<file path="src/rtl/cla_stream_ctrl_if.sv">
// Stream handshake bundle for cla_stream_ctrl: the operand offer on the upstream side
// and the result drain on the downstream side.
interface cla_stream_ctrl_if;
    logic        in_valid;
    logic        in_ready;
    logic [15:0] in_a;
    logic [15:0] in_b;
    logic        in_cin;
    logic        out_valid;
    logic        out_ready;
    logic [15:0] out_sum;
    logic        out_cout;

    modport slave (
        input  in_valid, in_a, in_b, in_cin, out_ready,
        output in_ready, out_valid, out_sum, out_cout
    );

    modport master (
        output in_valid, in_a, in_b, in_cin, out_ready,
        input  in_ready, out_valid, out_sum, out_cout
    );
endinterface

</file>
<file path="src/rtl/cla_stream_ctrl.sv">
// Credit-limited valid/ready wrapper around the stall-less 16-bit pipelined CLA.
// Optional macro CLA_STREAM_CNT_EN adds a 16-bit pop counter output issue_cnt.
module cla_stream_ctrl #(
    parameter int LATENCY = 7,
    parameter int DEPTH   = 4
) (
    input  logic               clk,
    input  logic               rst_n,
    cla_stream_ctrl_if.slave   strm,
    output logic [15:0]        cla_a,
    output logic [15:0]        cla_b,
    output logic               cla_cin,
    input  logic [15:0]        cla_s,
    input  logic               cla_cout
`ifdef CLA_STREAM_CNT_EN
    ,
    output logic [15:0]        issue_cnt
`endif
);

    localparam int AW = $clog2(DEPTH);
    localparam int CW = $clog2(DEPTH + 1);
    localparam int IW = $clog2(LATENCY + 1);
    localparam int SW = $clog2(DEPTH + LATENCY + 1);

    logic [LATENCY-1:0] vpipe;
    logic [IW-1:0]      inflight;
    logic [CW-1:0]      fifo_count;
    logic [AW-1:0]      rd_ptr;
    logic [AW-1:0]      wr_ptr;
    logic [16:0]        mem [DEPTH];

    logic issue;
    logic capture;
    logic pop;

    assign cla_a   = strm.in_a;
    assign cla_b   = strm.in_b;
    assign cla_cin = strm.in_cin;

    // Credit counts queued plus in-flight results, so a capture can never find the FIFO full.
    assign strm.in_ready  = (SW'(fifo_count) + SW'(inflight)) < SW'(DEPTH);
    assign strm.out_valid = (fifo_count != '0);
    assign strm.out_sum   = mem[rd_ptr][15:0];
    assign strm.out_cout  = mem[rd_ptr][16];

    assign issue   = strm.in_valid & strm.in_ready;
    assign capture = vpipe[LATENCY-1];
    assign pop     = strm.out_valid & strm.out_ready;

    always_ff @(posedge clk or negedge rst_n) begin
        if (!rst_n) begin
            vpipe    <= '0;
            inflight <= '0;
        end else begin
            vpipe <= {vpipe[LATENCY-2:0], issue};
            case ({issue, capture})
                2'b10:   inflight <= inflight + IW'(1);
                2'b01:   inflight <= inflight - IW'(1);
                default: inflight <= inflight;
            endcase
        end
    end

    // Storage is cleared on reset so the head reads zero while the FIFO is empty.
    always_ff @(posedge clk or negedge rst_n) begin
        if (!rst_n) begin
            for (int i = 0; i < DEPTH; i++) begin
                mem[i] <= '0;
            end
            wr_ptr     <= '0;
            rd_ptr     <= '0;
            fifo_count <= '0;
        end else begin
            if (capture) begin
                mem[wr_ptr] <= {cla_cout, cla_s};
                wr_ptr      <= wr_ptr + AW'(1);
            end
            if (pop) begin
                rd_ptr <= rd_ptr + AW'(1);
            end
            case ({capture, pop})
                2'b10:   fifo_count <= fifo_count + CW'(1);
                2'b01:   fifo_count <= fifo_count - CW'(1);
                default: fifo_count <= fifo_count;
            endcase
        end
    end

`ifdef CLA_STREAM_CNT_EN
    always_ff @(posedge clk or negedge rst_n) begin
        if (!rst_n) begin
            issue_cnt <= '0;
        end else if (pop) begin
            issue_cnt <= issue_cnt + 16'd1;
        end
    end
`endif

endmodule

</file>
<file path="src/flat_wrapper.sv">
// flat-port wrapper written by rule: the top's interface ports become plain ports
module cla_stream_ctrl_flat 
#(
    parameter int LATENCY = 7,
    parameter int DEPTH   = 4
)
  (clk, rst_n, cla_a, cla_b, cla_cin, cla_s, cla_cout, strm_in_valid, strm_in_a, strm_in_b, strm_in_cin, strm_out_ready, strm_in_ready, strm_out_valid, strm_out_sum, strm_out_cout);
  cla_stream_ctrl_if strm_i ();
  input  logic clk;
  input  logic rst_n;
  output logic [15:0] cla_a;
  output logic [15:0] cla_b;
  output logic cla_cin;
  input  logic [15:0] cla_s;
  input  logic cla_cout;
  input wire logic [$bits(strm_i.in_valid)-1:0] strm_in_valid;
  input wire logic [$bits(strm_i.in_a)-1:0] strm_in_a;
  input wire logic [$bits(strm_i.in_b)-1:0] strm_in_b;
  input wire logic [$bits(strm_i.in_cin)-1:0] strm_in_cin;
  input wire logic [$bits(strm_i.out_ready)-1:0] strm_out_ready;
  output wire logic [$bits(strm_i.in_ready)-1:0] strm_in_ready;
  output wire logic [$bits(strm_i.out_valid)-1:0] strm_out_valid;
  output wire logic [$bits(strm_i.out_sum)-1:0] strm_out_sum;
  output wire logic [$bits(strm_i.out_cout)-1:0] strm_out_cout;
  assign strm_i.in_valid = strm_in_valid;
  assign strm_i.in_a = strm_in_a;
  assign strm_i.in_b = strm_in_b;
  assign strm_i.in_cin = strm_in_cin;
  assign strm_i.out_ready = strm_out_ready;
  assign strm_in_ready = strm_i.in_ready;
  assign strm_out_valid = strm_i.out_valid;
  assign strm_out_sum = strm_i.out_sum;
  assign strm_out_cout = strm_i.out_cout;
  cla_stream_ctrl #(.LATENCY(LATENCY), .DEPTH(DEPTH)) u_core (.clk(clk), .rst_n(rst_n), .strm(strm_i), .cla_a(cla_a), .cla_b(cla_b), .cla_cin(cla_cin), .cla_s(cla_s), .cla_cout(cla_cout));
endmodule
</file>
<file path="config.mk">
export PLATFORM = sky130hd
export DESIGN_NAME = cla_stream_ctrl_flat
export DESIGN_NICKNAME = d
export VERILOG_FILES = /design/src/rtl/cla_stream_ctrl_if.sv /design/src/rtl/cla_stream_ctrl.sv /design/src/flat_wrapper.sv
export SDC_FILE = /design/constraint.sdc
export NUM_CORES = 1
export LEC_CHECK = 0
export ABC_AREA = 1
export ABC_CLOCK_PERIOD_IN_PS = 3500
export CAP_MARGIN = 20
export CORE_ASPECT_RATIO = 1.75
export CORE_MARGIN = 5
export CORE_UTILIZATION = 40
export DETAILED_ROUTE_END_ITERATION = 12
export PLACE_DENSITY = 0.67
export SETUP_SLACK_MARGIN = 0.2
export SYNTH_ARGS = -nofsm -noshare
export SYNTH_HDL_FRONTEND = slang
export SYNTH_SLANG_ARGS = --single-unit
</file>
<file path="constraint.sdc">
create_clock -name clk -period 3.5 [get_ports clk]
set_input_delay 0.7 -clock clk [delete_from_list [all_inputs] [get_ports clk]]
set_output_delay 0.7 -clock clk [all_outputs]
set_load 0.02 [all_outputs]
</file>
==> results of run 1 <==
==> routing by layer <==
layer	GRT usage [%]	routed length (um)	up-vias	part of all wire (%)
met5	0	0	-	0
met2	24.5	4530	64	53
met4	7.91	275	0	3.2
met1	16.7	3400	1448	40
met3	3.49	338	35	4.0
li1	-	-	1491	-
==> how the worst max path moves through the flow <==
stage                                     startpoint                        endpoint  slack [ns]  cells past startpoint
floorplan           u_core.fifo_count[2]$_DFFE_PN0P_  u_core.inflight[1]$_DFFE_PN0P_        1.64                      9
global placement        u_core.rd_ptr[0]$_DFFE_PN0N_                 strm_out_sum[3]        0.97                      6
detailed placement      u_core.rd_ptr[0]$_DFFE_PN0N_                 strm_out_sum[1]        0.94                      5
CTS                     u_core.rd_ptr[0]$_DFFE_PN0N_                 strm_out_sum[1]        0.57                      5
global route            u_core.rd_ptr[0]$_DFFE_PN0N_                 strm_out_sum[1]        0.41                      6
finish                  u_core.rd_ptr[0]$_DFFE_PN0N_                 strm_out_sum[1]        0.59                      5
==> flip-flops by register name, summed over array words and instances, names as in the netlist <==
register and flops:
u_core.vpipe 7, u_core.inflight 3, u_core.rd_ptr 2, u_core.wr_ptr 2, u_core.fifo_count 3, u_core.mem 68
==> through the flow <==
step	std cells	setup slack (ns)	instance area [um^2]
6_report	615	0.594	4790
5_1_grt	615	0.414	4790
4_1_cts	615	0.568	4790
3_5_place_dp	599	0.938	4430
3_3_place_gp	599	0.966	4430
2_1_floorplan	485	1.64	4230
==> logic make-up after synthesis <==
| group | Yosys count | synth area share (%) |
|---|---|---|
| AOI/OAI and AO/OA | 105 | 15.5 |
| xor gates and xnor gates | 3 | 0.621 |
| adders and majority gates | 10 | 3.31 |
| buffers and inverters | 130 | 15.7 |
| and+or+nand+nor | 152 | 14.5 |
| DFF | 85 | 50.3 |
==> placed cells by master, fill, tap and decap left out, types with 3 or more instances in the layout <==
cell type,n
buf_4,4
bufinv_16,3
clkbuf_16,9
clkdlybuf4s50_1,38
dfrtp_1,85
ha_1,8
inv_1,72
nand2_1,137
nand2_4,4
nand3_1,7
o211ai_1,25
o211ai_2,9
o21ai_0,71
==> area by class of cell <==
type                            instances  area, um^2  share of cell area (%)
Clock buffer                           11         253                    5.28
Clock inverter                          5         106                    2.22
Inverter                               74         278                    5.80
Multi-Input combinational cell        270        1440                    30.0
Sequential cell                        85        2130                    44.4
Tap cell                              127         159                    3.32
Timing Repair Buffer                   43         430                    8.99
==> power by group <==
group	total, mW	leakage [nW]	internal, mW	switching (mW)
Clock	1.11	0.172	0.737	0.377
Combinational	2.20	1.28	0.932	1.27
Sequential	1.77	1.03	1.47	0.303
==> metrics, run 1 <==
Ports approximately 110; dominant cell type by area after synthesis dfrtp_1; class of the worst hold path flop to flop; CTS Buffer Depth 2; grt total ovfl 0; count leader, synth nand2_1; Post-DP HPWL between 5 and 6 mm; Core Rows 49; critical-path cell list inv_2 -> buf_12 -> o211ai_1 -> nand2_1 -> clkdlybuf4s50_1; Max Cap Violations 0; status completed; Routability Congestion about 0.74; crit end category output port; Clock Tree Root clkbuf_16; critical path launch point type flop; Detailed Routing Iterations Pass 1 5; Final Hold Viols 0; Core Box Area 0.0103 mm^2; delay-heaviest family, CP buffers and inverters; HP Start u_core.vpipe[5]$_DFF_PN0_; TritonCTS clock tree done; Fmax achieved around 340 MHz; Worst Path Arrival 2.21 ns; Peak VDD IR 0.000581 V; CP max FO between 40 and 50; setup TNS 0 ns; die area 0.0128 mm^2; CP Data Required Time about 2.8 ns; number of global-route vias before repair 3129; largest cells by area after synthesis dfrtp_1 50%, nand2_1 12%, o21ai_0 8.4%; final WL between 8 and 9 mm; H-tree levels 3; Buf/Inv on CP 3; hold buffer count at cts 0; vias per cell just under 5; syn avg cell area approximately 8.7 um^2; Final Setup Violations 0; sequential area share after synthesis ~50%; path depth of the worst reg2reg path 9; Die X between 80 and 90 um; # port buffers 39; Syn. warnings 0; Layout Nets about 550; ys async rst share 100%; Starting DRT DRC Count 198; largest net degree at the start of global routing 65; Seq cells post-synth 85; Synth cell types 19; worst reg2reg path endpoint u_core.inflight[1]$_DFFE_PN0P_; Hold Path Sink u_core.vpipe[6]$_DFF_PN0_; Critical Path Slowest Stage Cell clkdlybuf4s50_1; Hold Path Stages 0; Setup CP Type flop to output port; Largest stage delay, worst path ~0.59 ns; top cells by count, synth 137 x nand2_1, 85 x dfrtp_1, 72 x inv_1, 71 x o21ai_0, 33 x buf_4; clk sinks between 80 and 90; Cells after Synth 485; # resized after CTS 0; worst r2r src u_core.fifo_count[2]$_DFFE_PN0P_; Layout Skew approximately 0.0070 ns; Total GRT Usage 14.6%; Starting Density 41.1%; Wirelength per Cell approximately 14 um; PwrDens between 1000 and 1500 mW/mm^2; area grow syn2layout 13.3%; Fill cells about 1000; share of cells above drive strength 1 under 10%; commonest register cell after synthesis dfrtp_1; Leakage 2.48 nW; Finished Core Util a little under half; diode count 0; postcts setup bufs 0; Design Power slightly above 5 mW; Vias slightly above 3000; EDFF count, synth 0; Hold Slack 0.348 ns; antenna-violating nets left 0; initial antenna violation count 0; Syn Nets around 550; CTS buffer count 9; worst slew pin tran about 0.8 ns; area share of the largest cell type after synthesis 50.3%; min Tclk post-route between 2 and 3 ns; worst reg-to-reg setup slack ~1.5 ns; RSZ-0062 raised after global routing no; die height 146 um; Slew headroom a little under half; post-synthesis cell area 0.00423 mm^2; final slew viol count 0; worst skew pair latency 0.34 ns; DRC viols 0; first-pass GRT wire length between 10 and 15 mm; fin crit share between 80% and 90%; clk slew on worst S/H paths about 0.060 ns
Power figures use the tool's default switching activity.
==> run 2, diff against run 1 <==
--- a/config.mk
+++ b/config.mk
@@ -6,13 +6,13 @@
 export NUM_CORES = 1
 export LEC_CHECK = 0
 export ABC_AREA = 1
-export ABC_CLOCK_PERIOD_IN_PS = 3500
+export ABC_CLOCK_PERIOD_IN_PS = 2400
 export CAP_MARGIN = 20
 export CORE_ASPECT_RATIO = 1.75
 export CORE_MARGIN = 5
 export CORE_UTILIZATION = 40
 export DETAILED_ROUTE_END_ITERATION = 12
-export PLACE_DENSITY = 0.67
+export PLACE_DENSITY = 0.7
 export SETUP_SLACK_MARGIN = 0.2
 export SYNTH_ARGS = -nofsm -noshare
 export SYNTH_HDL_FRONTEND = slang
==> constraint.sdc (replaced) <==
create_clock -name clk -period 2.4 [get_ports clk]
set_input_delay 0.48 -clock clk [delete_from_list [all_inputs] [get_ports clk]]
set_output_delay 0.48 -clock clk [all_outputs]
set_load 0.02 [all_outputs]
==> run 2 against run 1 <==
  * Clock power up 16%
  * Via count up 0.13%
  * Cell area about the same
  * Setup slack worse by 0.35 ns
  * Critical path type unchanged
  * Critical endpoint is now strm_out_sum[3]
  * Largest power group unchanged
==> metrics, run 2 (synthesized netlist as in run 1, its figures left out) <==
status completed; worst skew pair latency around 0.33 ns; die height approximately 150 um; Starting Density approximately two fifths; clk sinks 85; initial antenna violation count 0; CTS Buffer Depth 2; Vias about 3000; Largest stage delay, worst path between 0.4 and 0.5 ns; vias per cell between 4 and 5; design area ~0.0048 mm^2; dpl cell area approximately 0.0045 mm^2; Routability Congestion 0.763; Clock Tree Root clkbuf_16; Setup CP Type flop to output port; Worst Path Arrival about 1.7 ns; CTS buffer count 9; DRC viols 0; worst slew pin tran around 0.55 ns; share of cells above drive strength 1 about 7.6%; area grow syn2layout 13.2%; delay-heaviest family, CP buffers and inverters; Fmax achieved between 400 and 500 MHz; min Tclk post-route ~2.2 ns; Reg with most FFs u_core.mem; Post-DP HPWL between 5 and 6 mm; first-pass GRT wire length ~15 mm; dpl ws around 0.28 ns; critical-path cell list inv_4 -> buf_12 -> nand2_1 -> o211ai_1 -> nand2_1 -> dlygate4sd2_1; Peak VDD IR roughly 0.00076 V; die area between 0.01 and 0.015 mm^2; Total GRT Usage around 14%; final worst-path setup slack about 0.24 ns; class of the worst hold path input port to asynchronous set/reset pin; number of global-route vias before repair just over 3000; crit end category output port; Layout Skew 0.00604 ns; max FFs per register slightly below 70; commonest non-fill, non-tap cell in the layout nand2_1; Final Setup Violations 0; antenna-violating nets left 0; Final Hold Viols 0; Detailed Routing Iterations Pass 1 5; Core Box Area roughly 0.010 mm^2; Max Cap Violations 0; Layout Nets 550; Starting DRT DRC Count between 150 and 200; Ports around 110; largest net degree at the start of global routing between 40 and 50; TritonCTS clock tree done; cell mode on critical path nand2_1; postcts setup bufs 0; CP max FO 19; Core Rows 49; RSZ-0062 raised after global routing yes; Fill cells around 1000; H-tree levels 3; PwrDens between 1000 and 1500 mW/mm^2; Leakage between 2 and 3 nW; Buf/Inv on CP 3; Wirelength per Cell 14.2 um; final slew viol count 0; Slew headroom 63.4%; Seq. cell area about 0.0021 mm^2; # port buffers 39; critical path launch point type flop; Die X 87.7 um; CP Data Required Time between 1.5 and 2 ns; area occupied by multi-input gates 0.00144 mm^2; grt total ovfl 0; commonest non-fill, non-tap cells in the layout 137 x nand2_1, 84 x dfrtp_1, 72 x inv_1; largest registers u_core.mem (68), u_core.vpipe (7); diode count 0; fin crit share approximately 90%; setup TNS 0 ns; final WL 8.78 mm; clk slew on worst S/H paths 0.06 ns; Critical Path Slowest Stage Cell dfrtp_2
[run 2: cell count changes in the layout (fill, tap and decap cells not counted), moves of 2 or more]
cell	before	now
clkbuf_1	0	2
buf_12	1	3
dlygate4sd2_1	0	17
clkdlybuf4s50_1	38	19
bufinv_16	3	0
inv_4	0	2
clkbuf_16	9	11
dlymetal6s2s_1	0	2
buf_4	4	2
inv_2	2	0
[run 2: layout make-up]
class | count | share of cell area (%)
clock buffer | 14 | 5.73
inverter | 74 | 5.91
multi-input combinational | 270 | 30.0
clock inverter | 1 | 0.105
sequential | 85 | 44.5
tap | 127 | 3.32
timing repair buffer | 46 | 10.5
[run 2: what timing repair did]
| item | CTS | global route |
|---|---|---|
| setup endpoints to repair | 18 | 10 |
| cloned | 0 | 2 |
| gates resized for setup | 18 | 5 |
| hold buffers | 0 | 0 |
| endpoints found under the hold margin | 0 | 0 |
[run 2: where the power goes]
part | switching [mW] | total, mW | internal [mW] | leakage (nW)
clock network | 0.510 | 1.29 | 0.779 | 0.139
logic | 1.89 | 3.18 | 1.29 | 1.35
registers | 0.437 | 2.59 | 2.15 | 1.03
[run 2: routing by layer]
metal | track usage [%] | wire length [um] | part of all wire, % | up-vias
li1 | - | - | - | 1500
met1 | 17.4 | 3540 | 40 | 1437
met2 | 23.1 | 4420 | 50 | 64
met3 | 3.10 | 420 | 4.8 | 41
met4 | 7.60 | 398 | 4.5 | 0
met5 | 0 | 0 | 0 | -
[run 2: path summary, 6_finish.rpt]
kind | from | end | slack, ns | cells after the start
hold reg to reg | u_core.vpipe[5]$_DFF_PN0_ | u_core.vpipe[6]$_DFF_PN0_ | 0.34 | 0
setup / recovery | u_core.rd_ptr[0]$_DFFE_PN0N_ | strm_out_sum[3] | 0.24 | 6
setup reg to reg | u_core.fifo_count[2]$_DFFE_PN0P_ | u_core.inflight[1]$_DFFE_PN0P_ | 0.37 | 9
max in group asynchronous | rst_n | u_core.mem[66]$_DFFE_PN0P_ | 1.65 | 2
hold / removal | rst_n | u_core.rd_ptr[0]$_DFFE_PN0N_ | 0.13 | 1
min in group clk | u_core.vpipe[5]$_DFF_PN0_ | u_core.vpipe[6]$_DFF_PN0_ | 0.34 | 0
[run 2: per-stage QoR]
step                total power, mW  hold slack (ns)  cells  utilization, %
floorplan                      4.82            0.184    485               -
global placement               5.78            0.336    600            43.3
detailed placement             5.91            0.336    600            43.3
finish                         7.05            0.134    617            46.5
CTS                            7.02            0.148    615            45.9
global route                   7.67            0.166    617            46.5
==> run 3, diff against run 2 <==
--- a/config.mk
+++ b/config.mk
@@ -10,9 +10,9 @@
 export CAP_MARGIN = 20
 export CORE_ASPECT_RATIO = 1.75
 export CORE_MARGIN = 5
-export CORE_UTILIZATION = 40
+export CORE_UTILIZATION = 45
 export DETAILED_ROUTE_END_ITERATION = 12
-export PLACE_DENSITY = 0.7
+export PLACE_DENSITY = 0.77
 export SETUP_SLACK_MARGIN = 0.2
 export SYNTH_ARGS = -nofsm -noshare
 export SYNTH_HDL_FRONTEND = slang
==> run 3 against run 2 <==
  * Flip-flop and latch count did not move
  * Critical path type unchanged
  * Hold slack lost 0.052 ns
  * Via count rose by 1.1%
  * Global-route usage rose by 1.4 points
  * Cell area fell by 0.73%
  * Wire length up 2.0%
  * Sequential share of layout area up 0.30 points
  * Non-clock buffer count fell by 1
  * Total power shrank 0.29%
  * Setup slack better by 0.017 ns
==> metrics, run 3 (synthesized netlist as in run 1, its figures left out) <==
status completed; Seq. cell area roughly 0.0021 mm^2; commonest non-fill, non-tap cells in the layout 137 x nand2_1, 85 x dfrtp_1, 72 x inv_1; vias per cell around 5.1; Layout Skew roughly 0.0071 ns; Hold Slack 0.0814 ns; die height about 140 um; final slew viol count 0; DRC viols 0; crit path from u_core.rd_ptr[0]$_DFFE_PN0N_; logic gate share of total power approximately 46%; Final Hold Viols 0; worst r2r src u_core.fifo_count[2]$_DFFE_PN0P_; Starting Density around 46%; CTS buffer count 9; Core Box Area just over 0.009 mm^2; largest net degree at the start of global routing 54; antenna-violating nets left 0; max FFs per register 68; worst skew pair latency 0.34 ns; delay-heaviest family, CP buffers and inverters; Fill cells slightly above 800; critical path depth 6; Fmax achieved around 470 MHz; Net Sw Frac 41.0%; Leakage 2.49 nW; final worst-path setup slack 0.259 ns; # port buffers 39; Design Power 7.03 mW; Detailed Routing Iterations Pass 1 4; Starting DRT DRC Count 170; Setup CP Type flop to output port; largest registers u_core.mem (68), u_core.vpipe (7); critical-path cell list inv_4 -> buf_12 -> nand2_1 -> o211ai_1 -> nand2_1 -> dlygate4sd2_1; Critical Path Slowest Stage Cell dfrtp_1; share of cells above drive strength 1 under 10%; area grow syn2layout 12.3%; Routability Congestion about 0.77; Reg with most FFs u_core.mem; worst reg-to-reg setup slack roughly 0.37 ns; crit end category output port; PwrDens approximately 1500 mW/mm^2; Final Setup Violations 0; fin crit share between 80% and 90%; Max Cap Violations 0; Clock Tree Root clkbuf_16; die area 0.0115 mm^2; dpl ws 0.239 ns; Post-DP HPWL 5.54 mm; commonest non-fill, non-tap cell in the layout nand2_1; Largest stage delay, worst path approximately 0.42 ns; Wirelength per Cell 14.8 um; min Tclk post-route 2.14 ns; setup TNS 0 ns; CP max FO 18; cell mode on critical path nand2_1; Die X about 83 um; CTS Buffer Depth 2; final WL between 8 and 9 mm; Total GRT Usage 15.6%; area occupied by multi-input gates 0.00144 mm^2; Vias 3074; first-pass GRT wire length around 15 mm; Peak VDD IR around 0.0009 V; number of global-route vias before repair 3032; Layout Nets ~550; Buf/Inv on CP 3; TritonCTS clock tree done; hold buffer count at cts 0; critical path launch point type flop; worst slew pin tran approximately 0.54 ns; clk slew on worst S/H paths approximately 0.060 ns; Critical Path Sink strm_out_sum[14]; initial antenna violation count 0; Slew headroom a little under two thirds; grt total ovfl 0; class of the worst hold path input port to asynchronous set/reset pin; diode count 0; Ports 106; RSZ-0062 raised after global routing yes; Worst Path Arrival 1.66 ns; H-tree levels 3; net switching power figure between 2 and 3 mW; part of the power in registers a little under two fifths; Core Rows 46; Cell Int Power 4.15 mW; Clock Power Share approximately 17%; CP Data Required Time between 1.5 and 2 ns; worst reg2reg path endpoint u_core.inflight[1]$_DFFE_PN0P_; clk sinks 85; path depth of the worst reg2reg path 9
-- run 3: cell count changes in the layout (fill, tap and decap cells not counted), sizes merged --
| cell | change |
|---|---|
| clkdlybuf4s15 | +3 |
| clkinvlp | +1 |
| dlymetal6s2s | -1 |
| clkbuf | -3 |
| dlygate4sd2 | -2 |
| buf | -1 |
-- run 3: worst min path at each step --
stage                                    startpoint                                to  slack (ns)  cells past startpoint
after global routing                          rst_n         u_core.mem[2]$_DFFE_PN0P_        0.12                      1
final                                         rst_n         u_core.mem[2]$_DFFE_PN0P_        0.08                      1
after CTS                                     rst_n         u_core.mem[2]$_DFFE_PN0P_        0.09                      1
after global placement    u_core.vpipe[1]$_DFF_PN0_         u_core.vpipe[2]$_DFF_PN0_        0.33                      0
after detailed placement  u_core.vpipe[3]$_DFF_PN0_         u_core.vpipe[4]$_DFF_PN0_        0.34                      0
after floorplan                               rst_n  u_core.fifo_count[0]$_DFFE_PN0P_        0.18                      0
-- run 3: timing repair --
item / CTS / global route
setup endpoints to repair: 18 / 17
resized for setup: 20 / 6
cloned: 1 / 2
buffers inserted: 0 / 0
hold endpoints to repair: 0 / 0
-- run 3: power groups by stage --
stage | logic, mW | registers (mW) | clock network, mW
6_report | 3.21 | 2.59 | 1.23
5_1_grt | 3.61 | 2.68 | 1.30
4_1_cts | 3.13 | 2.58 | 1.24
3_5_place_dp | 3.24 | 2.60 | 0
3_3_place_gp | 3.13 | 2.56 | 0
2_1_floorplan | 2.36 | 2.46 | 0
-- run 3: cell type report --
cell class | count | share of cell area, %
flip-flops and latches | 85 | 44.8
clock inverters | 2 | 0.263
repair buffers | 45 | 10.5
multi-input cells | 270 | 30.3
well taps | 120 | 3.16
inverters | 74 | 5.95
clock buffers | 11 | 5.11
-- run 3: per-stage QoR --
stage	cells	cell area [um^2]	utilization, %
after global placement	591	4430	48.4
final	607	4750	51.9
after floorplan	485	4230	-
after detailed placement	591	4430	48.4
after CTS	605	4690	51.2
after global routing	607	4750	51.9
-- run 3: worst reg2reg max path, cell delays in order (launching register included) --
cell	delay, ns
dfrtp_1	0.40
ha_1	0.30
nor2_1	0.08
nand3_1	0.12
nor2_2	0.13
inv_1	0.06
ha_1	0.21
inv_1	0.09
fa_1	0.41
o21ai_0	0.16
-- run 3: per-layer routing --
| metal | routed length (um) | global-route usage, % | vias up |
|---|---|---|---|
| li1 | - | - | 1492 |
| met1 | 3500 | 17.4 | 1478 |
| met2 | 4610 | 26.6 | 66 |
| met3 | 459 | 3.27 | 38 |
| met4 | 388 | 10.2 | 0 |
| met5 | 0 | 0 | - |
